**config.mk**
```make
export PLATFORM = sky130hd
export DESIGN_NAME = usb_frame_packer
export DESIGN_NICKNAME = d
export VERILOG_FILES = /design/src/rtl/usb_frame_packer.sv
export SDC_FILE = /design/constraint.sdc
export NUM_CORES = 2
export LEC_CHECK = 0
export ABC_AREA = 1
export CORE_MARGIN = 3
export CORE_UTILIZATION = 25
export DETAILED_ROUTE_END_ITERATION = 10
export PLACE_DENSITY_LB_ADDON = 0.3
export RECOVER_POWER = 50
export SYNTH_ARGS = -nofsm -noshare
export SYNTH_HDL_FRONTEND = slang
export SYNTH_SLANG_ARGS = --single-unit
export TNS_END_PERCENT = 100
```
**constraint.sdc**
```tcl
create_clock -name CLOCK_50 -period 3.9 [get_ports CLOCK_50]
set_input_delay 0.585 -clock CLOCK_50 [delete_from_list [all_inputs] [get_ports CLOCK_50]]
set_output_delay 0.585 -clock CLOCK_50 [all_outputs]
set_load 0.005 [all_outputs]
```
**src/rtl/usb_frame_packer.sv**
```systemverilog
// usb_frame_packer: packs a byte stream into big-endian words and frames them (header, length, payload, ~sum) onto the USB write port.
// Optional idle auto-flush is compiled in with the USB_PACKER_TIMEOUT_EN macro.
module usb_frame_packer #(
   parameter int unsigned PAYLOAD_WORDS  = 64,
   parameter int unsigned FIFO_DEPTH     = 128,
   parameter int unsigned TIMEOUT_CYCLES = 50000,
   parameter logic [15:0] HEADER_WORD    = 16'hA55A
) (
   input  logic        CLOCK_50,
   input  logic        rst_n,
   input  logic [7:0]  in_data,
   input  logic        in_valid,
   output logic        in_ready,
   input  logic        flush,
   output logic [15:0] usb_write_data,
   output logic        usb_write_en,
   input  logic        usb_write_wait,
   output logic [15:0] frame_count,
   output logic        busy
);
   localparam int AW = $clog2(FIFO_DEPTH);
   localparam int CW = AW + 1;

   typedef enum logic [2:0] {IDLE, PAD, HDR, LEN, PAY, SUM} state_t;

   state_t        state;
   logic [15:0]   mem [FIFO_DEPTH];
   logic [AW-1:0] wr_ptr, rd_ptr;
   logic [CW-1:0] count;
   logic [7:0]    odd_byte;
   logic          have_odd, flush_pend;
   logic [15:0]   len, remain, sum;
   logic          take, accept, push, pop, flush_in, start_full, to_pad, to_hdr, discard;
   logic [15:0]   push_word;

   assign in_ready   = count != CW'(FIFO_DEPTH) && state != PAD;
   assign take       = in_valid && in_ready;
   assign accept     = usb_write_en && !usb_write_wait;
   assign push       = have_odd && (take || state == PAD);
   assign push_word  = {odd_byte, state == PAD ? 8'h00 : in_data};
   assign pop        = accept && (state == LEN || (state == PAY && remain != 16'd0));
   assign busy       = state != IDLE;
   assign start_full = count >= CW'(PAYLOAD_WORDS);
   assign to_pad     = state == IDLE && !start_full && flush_pend && have_odd;
   assign to_hdr     = state == PAD || (state == IDLE && (start_full || (flush_pend && !have_odd && count != '0)));
   assign discard    = state == IDLE && flush_pend && !have_odd && count == '0;

`ifdef USB_PACKER_TIMEOUT_EN
   localparam int TW = $clog2(TIMEOUT_CYCLES + 1);
   logic [TW-1:0] idle_cnt;
   logic          idle_run, tmo;
   assign idle_run = state == IDLE && (count != '0 || have_odd) && !take;
   assign tmo      = idle_run && idle_cnt == TW'(TIMEOUT_CYCLES - 1);
   assign flush_in = flush || tmo;
   always_ff @(posedge CLOCK_50 or negedge rst_n)
      if (!rst_n) idle_cnt <= '0;
      else idle_cnt <= (idle_run && !tmo) ? idle_cnt + 1'b1 : '0;
`else
   assign flush_in = flush;
`endif

   always_ff @(posedge CLOCK_50)
      if (push) mem[wr_ptr] <= push_word;

   always_ff @(posedge CLOCK_50 or negedge rst_n)
      if (!rst_n) begin
         state          <= IDLE;
         wr_ptr         <= '0;
         rd_ptr         <= '0;
         count          <= '0;
         odd_byte       <= '0;
         have_odd       <= 1'b0;
         flush_pend     <= 1'b0;
         len            <= '0;
         remain         <= '0;
         sum            <= '0;
         usb_write_en   <= 1'b0;
         usb_write_data <= '0;
         frame_count    <= '0;
      end else begin
         if (push) wr_ptr <= wr_ptr + 1'b1;
         if (pop) rd_ptr <= rd_ptr + 1'b1;
         count <= count + CW'(push) - CW'(pop);
         if (take) begin
            have_odd <= !have_odd;
            odd_byte <= in_data;
         end else if (state == PAD) have_odd <= 1'b0;
         // a flush landing on the HDR-entry edge survives and closes the following frame
         flush_pend <= (flush_pend && !to_hdr && !discard) || flush_in;
         case (state)
            IDLE: state <= to_hdr ? HDR : to_pad ? PAD : IDLE;
            PAD:  state <= HDR;
            HDR:
               if (!usb_write_en) begin
                  len            <= start_full ? 16'(PAYLOAD_WORDS) : 16'(count);
                  sum            <= '0;
                  usb_write_en   <= 1'b1;
                  usb_write_data <= HEADER_WORD;
               end else if (accept) begin
                  state          <= LEN;
                  usb_write_data <= len;
               end
            LEN:
               if (accept) begin
                  state          <= PAY;
                  usb_write_data <= mem[rd_ptr];
                  remain         <= len - 16'd1;
               end
            PAY:
               if (accept) begin
                  sum <= sum + usb_write_data;
                  if (remain == 16'd0) begin
                     state          <= SUM;
                     usb_write_data <= ~(sum + usb_write_data);
                  end else begin
                     usb_write_data <= mem[rd_ptr];
                     remain         <= remain - 16'd1;
                  end
               end
            SUM:
               if (accept) begin
                  state        <= IDLE;
                  usb_write_en <= 1'b0;
                  frame_count  <= frame_count + 16'd1;
               end
            default: state <= IDLE;
         endcase
      end
endmodule

```
# After elaboration in Yosys (flattened, before gate mapping)
# Memories as Yosys holds them, arrays and structs flattened.
# Index checks and enable logic that the tools add are counted.
# word_totals
register_bits,116
latchBits,0
ram_bits,2048
mem_bits_ro,0
input_bits,13
word_cells,116
n_memories,1
# classes
n_addsub,8
multipliers,0
div_mod_pow,0
order_cmp,1
eq_ne,16
n_shift,0
muxes,30
bitwise,2
n_reduce_logical,45
# mem_list
name,words,word_bits,read_ports,rd_clocked_by_memory_dff,wr,line_no,source
mem,128,16,1,0,1,27,logic [15:0] mem [FIFO_DEPTH];
# ops
op,n
$mux 16,10
$pmux 16 s2,2
$pmux 16 s3,1
$sub 16x1->16 const B,2
$mux 3,6
$pmux 3 s6,1
$logic_and 1x1->1,17
$add 16x1->16 const B,1
$add 16x16->16,1
$logic_not 16->1,1
$mux 8,2
$not 16->16,1
$reduce_bool 16->1,1
$add 7x1->7 const B,2
$ne 2x2->1 const B,7
$add 8x1->8,1
$ge 8x7->1 const B,1
$logic_not 8->1,1
$ne 8x8->1 const B,1
$reduce_and 4->1,2
$reduce_bool 2->1,4
$reduce_bool 8->1,1
$sub 8x1->8,1
$eq 3x2->1 const B,2
16 further kinds,33

# Depth between registers and ports, before layout
# logic_depth
word_depth,10
ltp_mapped,23
depth_no_buf,22

# Least setup slack after synthesis
# OpenSTA, ideal clock, no wires.
# synth_path
path_type,register to register
from,register count[2]
to,memory mem[95][0] (enable)
setup_ps,409
t_arrival_ps,2696
setup_slack_ps,795
path_stages_with_launch,13
n_path_buf,1
synth_period_minus_slack_ps,3105
cell_sequence,dfrtp_1 -> inv_1 -> ha_1 -> nand2_1 -> nor2_1 -> nand3_1 -> nand2_1 -> inv_1 -> nand2_2 -> a21oi_4 -> buf_6 -> nand3_1 -> nor3_1
# synth_between
elab_chain_cells,7
# synth_lines
element,line_no,source
"start, declared",29,logic [CW-1:0] count;
"start signal, assigned",83,count <= count + CW'(push) - CW'(pop);
$ne 8x8->1,36,assign in_ready = count != CW'(FIFO_DEPTH) && state != PAD;
$logic_and 1x1->1,36,
named net in_ready,13,"output logic in_ready,"
$logic_and 1x1->1,37,assign take = in_valid && in_ready;
$logic_or 1x1->1,39,assign push = have_odd && (take || state == PAD);
$logic_and 1x1->1,39,
$mux 1,63,if (push) mem[wr_ptr] <= push_word;
$mux 1 (implied by the code),63,
"end, declared",27,
# The timed path passes the listed nets, and every way through them passes these cells.

# Final worst setup path
# layout_path
from,register odd_byte[6]
to,memory mem[26][14] (data pin)
# layout_rtl
element,line_no,source
"start, declared",30,logic [7:0] odd_byte;
"start signal, assigned",86,odd_byte <= in_data;
# Straight into the memory's write port.

==> results.cfg <==
[outcome]
run_status = finished with violations
violations = capacitance limit, slew limit

[clocking]
tritoncts_clock_tree = built
clock_tree.htree_level_count = 4
tritoncts.num_buffers = 231
tritoncts_num_sinks = 2156
clock_tree.root_cell = clkbuf_16
clk_pin_slew_worst_paths_ps = 60
ctsLongestPathBuffers = 4
insertion_delay_of_the_later_clocked_pin_in_the_worst_skew_pair_ps = 910

[layout]
n_fill_cell = 35900
final_common_cell = edfxtp_1
finalInstanceArea_um2 = 103000
nets = 7702
post_route_cells_drive_above_1_share = 0.0894
layout-area-overhead-vs-synth_pct = 16.0
commonest_cells_after_routing_fill_and_taps_aside = edfxtp_1 (2048), nor2_1 (1668), nand2_1 (979)

[synthesis]
syn_avg_cell_area_um2 = 11.9
synthFlopType = edfxtp_1
synth_cell_type_count = 55
synth_fp_nets = 7549
synth_seq_cells = 2156
synthCells = 7503
yosys_warnings = 0
async_flop_share = 0.0501
synth-edff-count = 2048
synthesized_area_um2 = 89100
ys_seq_area_frac = 0.721

[global_route]
global_route_wire_length_before_repair_mm = 396
gr-usage-all-layers = 0.145
antenna_found_initial = 15
maximum_number_of_pins_on_one_net_before_global_route_repair = 129
grt_pass1_vias = 56300
grt.overflow.total = 0

[hold_path]
hold_end = flush_pend
min_path_type = in2reg
min_from = flush
timing.hold.worst_path_depth = 3

[timing]
post-route-min-period_ps = 3620
timing_max_transition_violations_final = 525
final.hold.worst_slack_ps = 271
max_clock_freq_mhz = 276
final-setup-viol-count = 0
rsz0062_at_grt = false
worstMarginPinSlew_ps = 3180
fin_crit_sh = 0.928
fin_skew_ps = 68.0
finalHoldViolations = 0
final.setup.worst_slack_ps = 282
worst_slew_margin_rel = -1.12
final.setup.tns_ps = 0

[place]
detailed_place.area_um2 = 96100
numPortBuffers = 47
detailedPlacementHpwl_mm = 161
worst_setup_slack_after_placement_ps = 410
gp_congestion = 0.897

[flow_run]
drv_cap = 8

[critical_path]
r2r_slack_ps = 280
critical_path.max_stage_delay_ps = 2340
worstPathRequired_ps = 4510
crit_path_end_kind = register
worstRegToRegCells = 1
startpoint_of_the_most_critical_register_to_register_path = odd_byte[6]
reg2reg_to = mem[26][14]
worstPathCellList = buf_4
crit_path_max_fanout = 74
timing.critical_path.max_delay_family = flip-flops
worstSetupPathType = reg2reg
arrival_ps = 4230
timing.critical_path.buf_inv = 1
worst_setup_path_start_kind = register
cp_slowest_cell = dfrtp_1

[floorplan]
rows = 218
design.portCount = 48
initial_utilization = 0.252
die_outline_area_um2 = 363000
die-height_um = 603
core-area_um2 = 354000
die_width_um = 603

[pwr]
cellLeakagePower_nw = 35.2
power_mw = 79.9
power.density_cell_area_nw_per_um2 = 773
irDropWorstVdd_v = 0.000557

[routing]
drtPass1Iterations = 5
wl_per_cell_um = 21.6
vias_per_cell = 4.65
finalWirelength_mm = 272
antenna_left = 0
num_vias = 58500
detail_route.iter0.violations = 6435
drc_errors = 0
through the flow:
stage	cells	utilization
6_report	12600	0.292
3_3_place_gp	12200	0.272
3_5_place_dp	12200	0.272
4_1_cts	12600	0.293
2_1_floorplan	7503	-
5_1_grt	12600	0.292
state kept, by name, indices dropped and copies added (netlist names):
signal / count
wr_ptr: 7
usb_write_en: 1
remain: 16
have_odd: 1
odd_byte: 8
rd_ptr: 7
len: 8
frame_count: 16
sum: 16
state: 3
usb_write_data: 16
flush_pend: 1
mem: 2048
count: 8
where the power goes:
part | total [mW] | internal [mW] | switching, mW
Clock | 21.9 | 12.7 | 9.20
Sequential | 29.3 | 28.0 | 1.31
Combinational | 28.7 | 7.74 | 21.0
Total | 79.9 | 48.4 | 31.5
how the worst max path moves through the flow:
stage,start,end,slack [ps],cells past startpoint
final,odd_byte[6],mem[26][14],280,1
after global routing,state[2],mem[44][3],110,6
after CTS,rd_ptr[1],usb_write_data[0],410,10
after detailed placement,rd_ptr[1],usb_write_data[0],410,10
after global placement,rd_ptr[1],usb_write_data[0],380,10
after floorplan,count[2],mem[95][0],800,12
layout make-up:
class	count	area [um2]	area share
Clock buffer	276	6010	0.0582
Inverter	257	1030	0.00993
Sequential cell	2156	64200	0.622
Timing Repair Buffer	367	3420	0.0331
Tap cell	4730	5920	0.0573
Antenna cell	5	12.5	0.000121
Clock inverter	143	1440	0.0139
Multi-Input combinational cell	4643	21200	0.206
logic make-up (layout without fill, tap and decap cells):
group           Yosys count  after routing  share of synthesized area
simple gates           3113           3113                      0.140
flops                  2156           2156                      0.721
compound gates         1437           1437                     0.0881
buf+inv                 704           1043                     0.0400
xor+xnor                 51             51                    0.00502
fa+ha+maj                33             33                    0.00480
mux                       9              9                    0.00114
other cells               0              5                          0
cells in the mapped netlist (4+ instances only):
master,instances,area [um2]
a211oi_1,4,30.0
a21o_1,7,52.6
a21oi_1,144,721
a22o_1,4,35.0
a31oi_1,9,56.3
buf_1,27,101
buf_2,124,621
buf_4,77,578
buf_6,52,586
buf_8,4,60.1
clkbuf_1,161,604
clkinv_1,8,30.0
dfrtp_1,108,2700
edfxtp_1,2048,61500
ha_1,31,388
inv_1,237,890
inv_2,11,41.3
mux2_2,9,101
nand2_1,977,3670
nand3_1,403,2020
nand3_2,4,40.0
nand4_1,10,62.6
nor2_1,1666,6250
nor2_2,10,62.6
nor2_4,5,56.3
nor3_1,12,60.1
nor3_2,6,60.1
o211ai_1,194,1460
o21ai_0,915,4580
o21ai_1,85,425
o22ai_1,65,407
xnor2_1,11,96.3
xor2_1,40,350
repair_timing:
item | in CTS | in global routing
hold buffers | 1 | 0
gates resized for setup | 0 | 0
endpoints found under the setup margin | 0 | 0
endpoints found under the hold margin | 108 | 0
buffers inserted | 0 | 0
metal layers:
| metal | GRT usage | up-vias | share of wire |
|---|---|---|---|
| met4 | 0.0434 | 0 | 0.031 |
| met3 | 0.0231 | 421 | 0.069 |
| met1 | 0.200 | 29300 | 0.44 |
| met2 | 0.232 | 1973 | 0.46 |
| met5 | 0 | - | 0 |
| li1 | - | 26800 | - |
No activity file was read; power rests on OpenSTA's default activity.
